## src/rtl/fifo_stream_reader_pkg.sv

```systemverilog
// fifo_stream_reader_pkg: shared FIFO word width/type and circular index helper
// Contents:
//   FIFO_WIDTH  default FIFO data width
//   fifo_word_t FIFO data word type at the default width
//   wrap_inc    increment an index modulo an arbitrary (non power-of-two) depth
package fifo_stream_reader_pkg;

    localparam int FIFO_WIDTH = 16;

    typedef logic [FIFO_WIDTH-1:0] fifo_word_t;

    function automatic int wrap_inc(input int idx, input int depth);
        return (idx == depth - 1) ? 0 : idx + 1;
    endfunction

endpackage

```

## src/rtl/stream_out_buf.sv

```systemverilog
// stream_out_buf: circular output buffer of DEPTH words with occupancy tracking
// Ports:
//   clk, rst   clock, asynchronous active-high reset
//   push       write push_data at the tail this edge
//   push_data  word to store
//   pop        retire the head word this edge (only asserted while occ != 0)
//   head_data  word at the head of the buffer
//   occ        number of stored words, 0..DEPTH
module stream_out_buf
    import fifo_stream_reader_pkg::*;
#(
    parameter int WIDTH = FIFO_WIDTH,
    parameter int DEPTH = 3,
    localparam int IW = (DEPTH > 1) ? $clog2(DEPTH) : 1,
    localparam int OW = $clog2(DEPTH + 1)
) (
    input  logic             clk,
    input  logic             rst,
    input  logic             push,
    input  logic [WIDTH-1:0] push_data,
    input  logic             pop,
    output logic [WIDTH-1:0] head_data,
    output logic [OW-1:0]    occ
);

    logic [WIDTH-1:0] mem [DEPTH];
    logic [IW-1:0]    wr_idx;
    logic [IW-1:0]    rd_idx;

    assign head_data = mem[rd_idx];

    // Storage is cleared on reset so the head reads 0 while the buffer is empty
    always_ff @(posedge clk or posedge rst) begin
        if (rst) begin
            occ    <= '0;
            wr_idx <= '0;
            rd_idx <= '0;
            for (int i = 0; i < DEPTH; i++) mem[i] <= '0;
        end else begin
            if (push) begin
                mem[wr_idx] <= push_data;
                wr_idx      <= IW'(wrap_inc(int'(wr_idx), DEPTH));
            end
            if (pop) rd_idx <= IW'(wrap_inc(int'(rd_idx), DEPTH));
            if (push && !pop) occ <= occ + OW'(1);
            else if (pop && !push) occ <= occ - OW'(1);
        end
    end

endmodule

```

## src/rtl/fifo_stream_reader.sv

```systemverilog
// fifo_stream_reader: pops a synchronous FIFO and presents its words as a valid/ready stream
// Ports:
//   clk, rst       clock, asynchronous active-high reset
//   empty          FIFO empty flag
//   data_out       FIFO read data, valid the cycle after an accepted rd_en
//   underflow      FIFO underflow flag
//   rd_en          FIFO pop request
//   m_valid        stream word available
//   m_data         stream word, stable while m_valid && !m_ready
//   m_ready        sink accepts m_data
//   words_out      count of stream handshakes, wraps silently
//   err_underflow  sticky underflow seen
module fifo_stream_reader #(
    parameter int FIFO_WIDTH = fifo_stream_reader_pkg::FIFO_WIDTH,
    parameter int BUF_DEPTH  = 3,
    parameter int CNT_WIDTH  = 32
) (
    input  logic                  clk,
    input  logic                  rst,
    input  logic                  empty,
    input  logic [FIFO_WIDTH-1:0] data_out,
    input  logic                  underflow,
    output logic                  rd_en,
    output logic                  m_valid,
    output logic [FIFO_WIDTH-1:0] m_data,
    input  logic                  m_ready,
    output logic [CNT_WIDTH-1:0]  words_out,
    output logic                  err_underflow
);

    localparam int OW = $clog2(BUF_DEPTH + 1);

    logic          inflight;
    logic [OW-1:0] occ;
    logic          hs;

    assign m_valid = occ != '0;
    assign hs      = m_valid && m_ready;

    // Credit check counts the word still in flight so the buffer can never overflow;
    // m_ready is deliberately kept out of this path.
    assign rd_en = !rst && !empty && (int'(occ) + int'(inflight) < BUF_DEPTH);

    always_ff @(posedge clk or posedge rst) begin
        if (rst) begin
            inflight      <= 1'b0;
            words_out     <= '0;
            err_underflow <= 1'b0;
        end else begin
            inflight <= rd_en;
            if (hs) words_out <= words_out + CNT_WIDTH'(1);
            if (underflow) err_underflow <= 1'b1;
        end
    end

    stream_out_buf #(
        .WIDTH (FIFO_WIDTH),
        .DEPTH (BUF_DEPTH)
    ) u_buf (
        .clk       (clk),
        .rst       (rst),
        .push      (inflight),
        .push_data (data_out),
        .pop       (hs),
        .head_data (m_data),
        .occ       (occ)
    );

endmodule

```

## config.mk

```make
export PLATFORM = sky130hd
export DESIGN_NAME = fifo_stream_reader
export DESIGN_NICKNAME = d
export VERILOG_FILES = /design/src/rtl/fifo_stream_reader_pkg.sv /design/src/rtl/stream_out_buf.sv /design/src/rtl/fifo_stream_reader.sv
export SDC_FILE = /design/constraint.sdc
export NUM_CORES = 1
export LEC_CHECK = 0
export CORE_MARGIN = 2
export CORE_UTILIZATION = 35
export CTS_CLUSTER_SIZE = 14
export DETAILED_ROUTE_END_ITERATION = 7
export PLACE_DENSITY = 0.55
export SKIP_LAST_GASP = 1
export SYNTH_ARGS = -nofsm -noshare
export SYNTH_HDL_FRONTEND = slang
export SYNTH_SLANG_ARGS = --single-unit
```

## constraint.sdc

```tcl
create_clock -name clk -period 2.8 [get_ports clk]
set_input_delay 0.56 -clock clk [delete_from_list [all_inputs] [get_ports clk]]
set_output_delay 0.56 -clock clk [all_outputs]
set_load 0.02 [all_outputs]
```

==> flow_summary_export.csv <==
group,metric,value,unit
run_status,status,"complete, no violations",
critical_path,critical_path_required,2.24,ns
layout,num_antenna_cells,0,
power,power_frac_seq,39.5,%
clock_network,cts_inserted_buffers,9,
critical_path,end_kind,"output pin",
clock_network,clk-insertion-delay-late,0.33,ns
logic_synthesis,yosys.cell_types.count,31,
place,portBuffers,71,
drt,ant_nets,0,
sta,min_period,2.64,ns
layout,finalNonFillerCells,541,
power,vdd_drop_max,547,uV
logic_synthesis,syn_nets,340,
critical_path,timing_worst_setup_path_type,"reg2out",
hold_path,hold_class,"reg2reg",
logic_synthesis,yosysMostFrequentCell,"dfrtp_1",
global_routing,grt_pass1_vias,2766,
drt,first_pass_iters,5,
layout,drive_above_1_share,22.2,%
sta,rsz0062_at_grt,"no",
place,dp_cells,528,
logic_synthesis,netlist_area,0.00399,sq mm
global_routing,grt_pass1_wl,14000,um
critical_path,path_buf_inv,2,
critical_path,crit_path_cell_trace,"buf_4, mux2i_1, o21ai_0, clkdlybuf4s50_1",
floorplan,die_x,111,um
logic_synthesis,synth_warnings,0,
logic_synthesis,synthTopCellsByCount,"88 x dfrtp_1, 48 x mux2_2, 31 x nand2_1",
logic_synthesis,postSynthCellCount,315,
clock_network,path_clk_slew,0.06,ns
power,intPower,3420,uW
drt,via_count,2672,
sta,post-route-period-util,94.4,%
logic_synthesis,synth_top_cell_area_share,55.2,%
critical_path,arrival,2.08,ns
clock_network,hold_buffers,0,
global_routing,grt_max_degree,89,
power,total_power,5110,uW
power,p_clk_share,21.0,%
critical_path,cp_slowest_cell,"clkdlybuf4s50_1",
sta,relSlewSlack,62.5,%
global_routing,antenna_found_initial,0,
critical_path,cpPeakStageDelay,0.66,ns
logic_synthesis,ys_seq_elements,88,
layout,fin_nets,424,
sta,worstMarginPinSlew,0.559,ns
clock_network,cts_max_level,3,
clock_network,clockBufferDepth,2,
logic_synthesis,async_flop_share,100,%
sta,clock.fmax,0.378,GHz
power,combPwrFrac,39.5,%
critical_path,path_delay_family,"buffers and inverters",
layout,synthToLayoutAreaGrowth,30.2,%
logic_synthesis,synth.top_cells.by_area,"dfrtp_1 55%, mux2_2 14%, xnor2_1 5.7%",
floorplan,num_io_pins,72,
logic_synthesis,synth_edf_count,0,
logic_synthesis,avgSynthCellArea,12.7,sq um
drt,vias_per_cell,4.94,
sta,finalHoldViolations,0,
floorplan,coreArea,0.0110,sq mm
power,sw_frac_of_total,33.2,%
sta,worst_clock_skew,0.00494,ns
sta,whs,0.464,ns
critical_path,crit_fanout,7,
place,finalWeightedCongestion,0.734,
critical_path,crit_path_start_kind,"flip-flop",
clock_network,cts_tree,"yes",
power,p_leak,0.00222,uW
logic_synthesis,synth_area_leader_cell,"dfrtp_1",
floorplan,floorplan.initialDensity,36.3,%
power,p_switching,1700,uW
drt,finalWirelength,8300,um
power,power.density,985,mW/mm^2
layout,fin_util,47.3,%
sta,slew_viol_final,0,
drt,post_drt_wl_per_cell,15.3,um
logic_synthesis,yosysSeqAreaShare,55.2,%
sta,setup_viol,0,
floorplan,floorplan.die_area,0.0123,sq mm
drt,drc,0,
run,max_cap_violations,0,
global_routing,grt-ovfl-total,0,
clock_network,cts_root_buf,"clkbuf_16",
sta,fin_tns_setup,0,ns
drt,drtIter0Drc,96,
clock_network,clock_sinks,88,
floorplan,placement_rows,38,
logic_synthesis,synth_flop_cell,"dfrtp_1",
place,dp_hpwl,5660,um
global_routing,grtUsageTotal,14.1,%
floorplan,die_y,111,um
==> worst paths after layout <==
check | from | endpoint | slack (ns) | cells past startpoint
max in group asynchronous | rst | words_out[16] | 1.59 | 4
min in group asynchronous | rst | u_buf.occ[1] | 0.84 | 4
setup / recovery | u_buf.rd_idx[1] | m_data[12] | 0.16 | 4
setup reg to reg | u_buf.occ[0] | u_buf.occ[1] | 0.94 | 8
hold / removal | words_out[31] | words_out[31] | 0.46 | 1
hold reg to reg | words_out[31] | words_out[31] | 0.46 | 1
==> routing by layer <==
layer	track usage [%]	share of wire, %	up-vias	wire length (um)
li1	-	-	1278	-
met1	19.3	49	1339	4080
met2	21.9	46	51	3820
met3	4.21	4.0	4	335
met4	3.75	0.78	0	65
met5	0	0	-	0
==> per-stage QoR <==
step | cell area (sq um) | setup WS (ns)
floorplan | 3990 | 0.112
global placement | 4920 | 0.153
detailed placement | 4920 | 0.155
CTS | 5180 | 0.108
global route | 5190 | 0.0235
finish | 5190 | 0.156
==> layout make-up <==
cell class,count,area [sq um]
multi-input cells,212,1710
repair buffers,84,820
well taps,140,175
inverters,4,18.8
clock buffers,12,256
flip-flops and latches,88,2200
clock inverters,1,5.00
fillers,1030,5790
==> state kept, by name (all words and copies together) (netlist names) <==
name and flops:
u_buf.mem 48, words_out 32, u_buf.occ 2, u_buf.rd_idx 2
u_buf.wr_idx 2, err_underflow 1, inflight 1
==> power by group through the flow <==
stage / sequential (uW) / combinational, uW / clock [uW]
floorplan: 2000 / 1230 / 0
finish: 2020 / 2020 / 1070
CTS: 2020 / 2050 / 1110
detailed placement: 2050 / 2040 / 0
global route: 2080 / 2190 / 1170
global placement: 2020 / 2020 / 0
==> layout by cell type (no fill, tap or decap), types with 2 or more instances in the layout <==
master	instances
mux2i_1	16
and3_1	7
or2_2	2
inv_1	3
nand4_1	12
xor2_1	8
nand3_1	14
mux2_2	48
buf_4	12
clkbuf_8	2
xnor2_1	26
a21o_1	2
clkbuf_16	9
and2_1	4
o21ai_0	17
clkdlybuf4s50_1	70
nor4_4	3
nand2_1	31
dfrtp_1	87
nor3_1	2
ha_1	4
nor2_1	5
and3_2	2
==> cells by family after synthesis <==
family	count (synthesis)	share of synthesized area, %
DFF	88	55.2
muxes	64	17.6
buffers and inverters	15	1.98
AOI/OAI and AO/OA	21	3.26
xor gates and xnor gates	34	7.47
adders and majority gates	4	1.25
and+or+nand+nor	89	13.3
==> repair_timing <==
item                                    in CTS  in global routing
buffers inserted                             0                  0
endpoints found under the setup margin       1                  2
resized for setup                            1                  3
No activity file was read; power rests on OpenSTA's default activity.
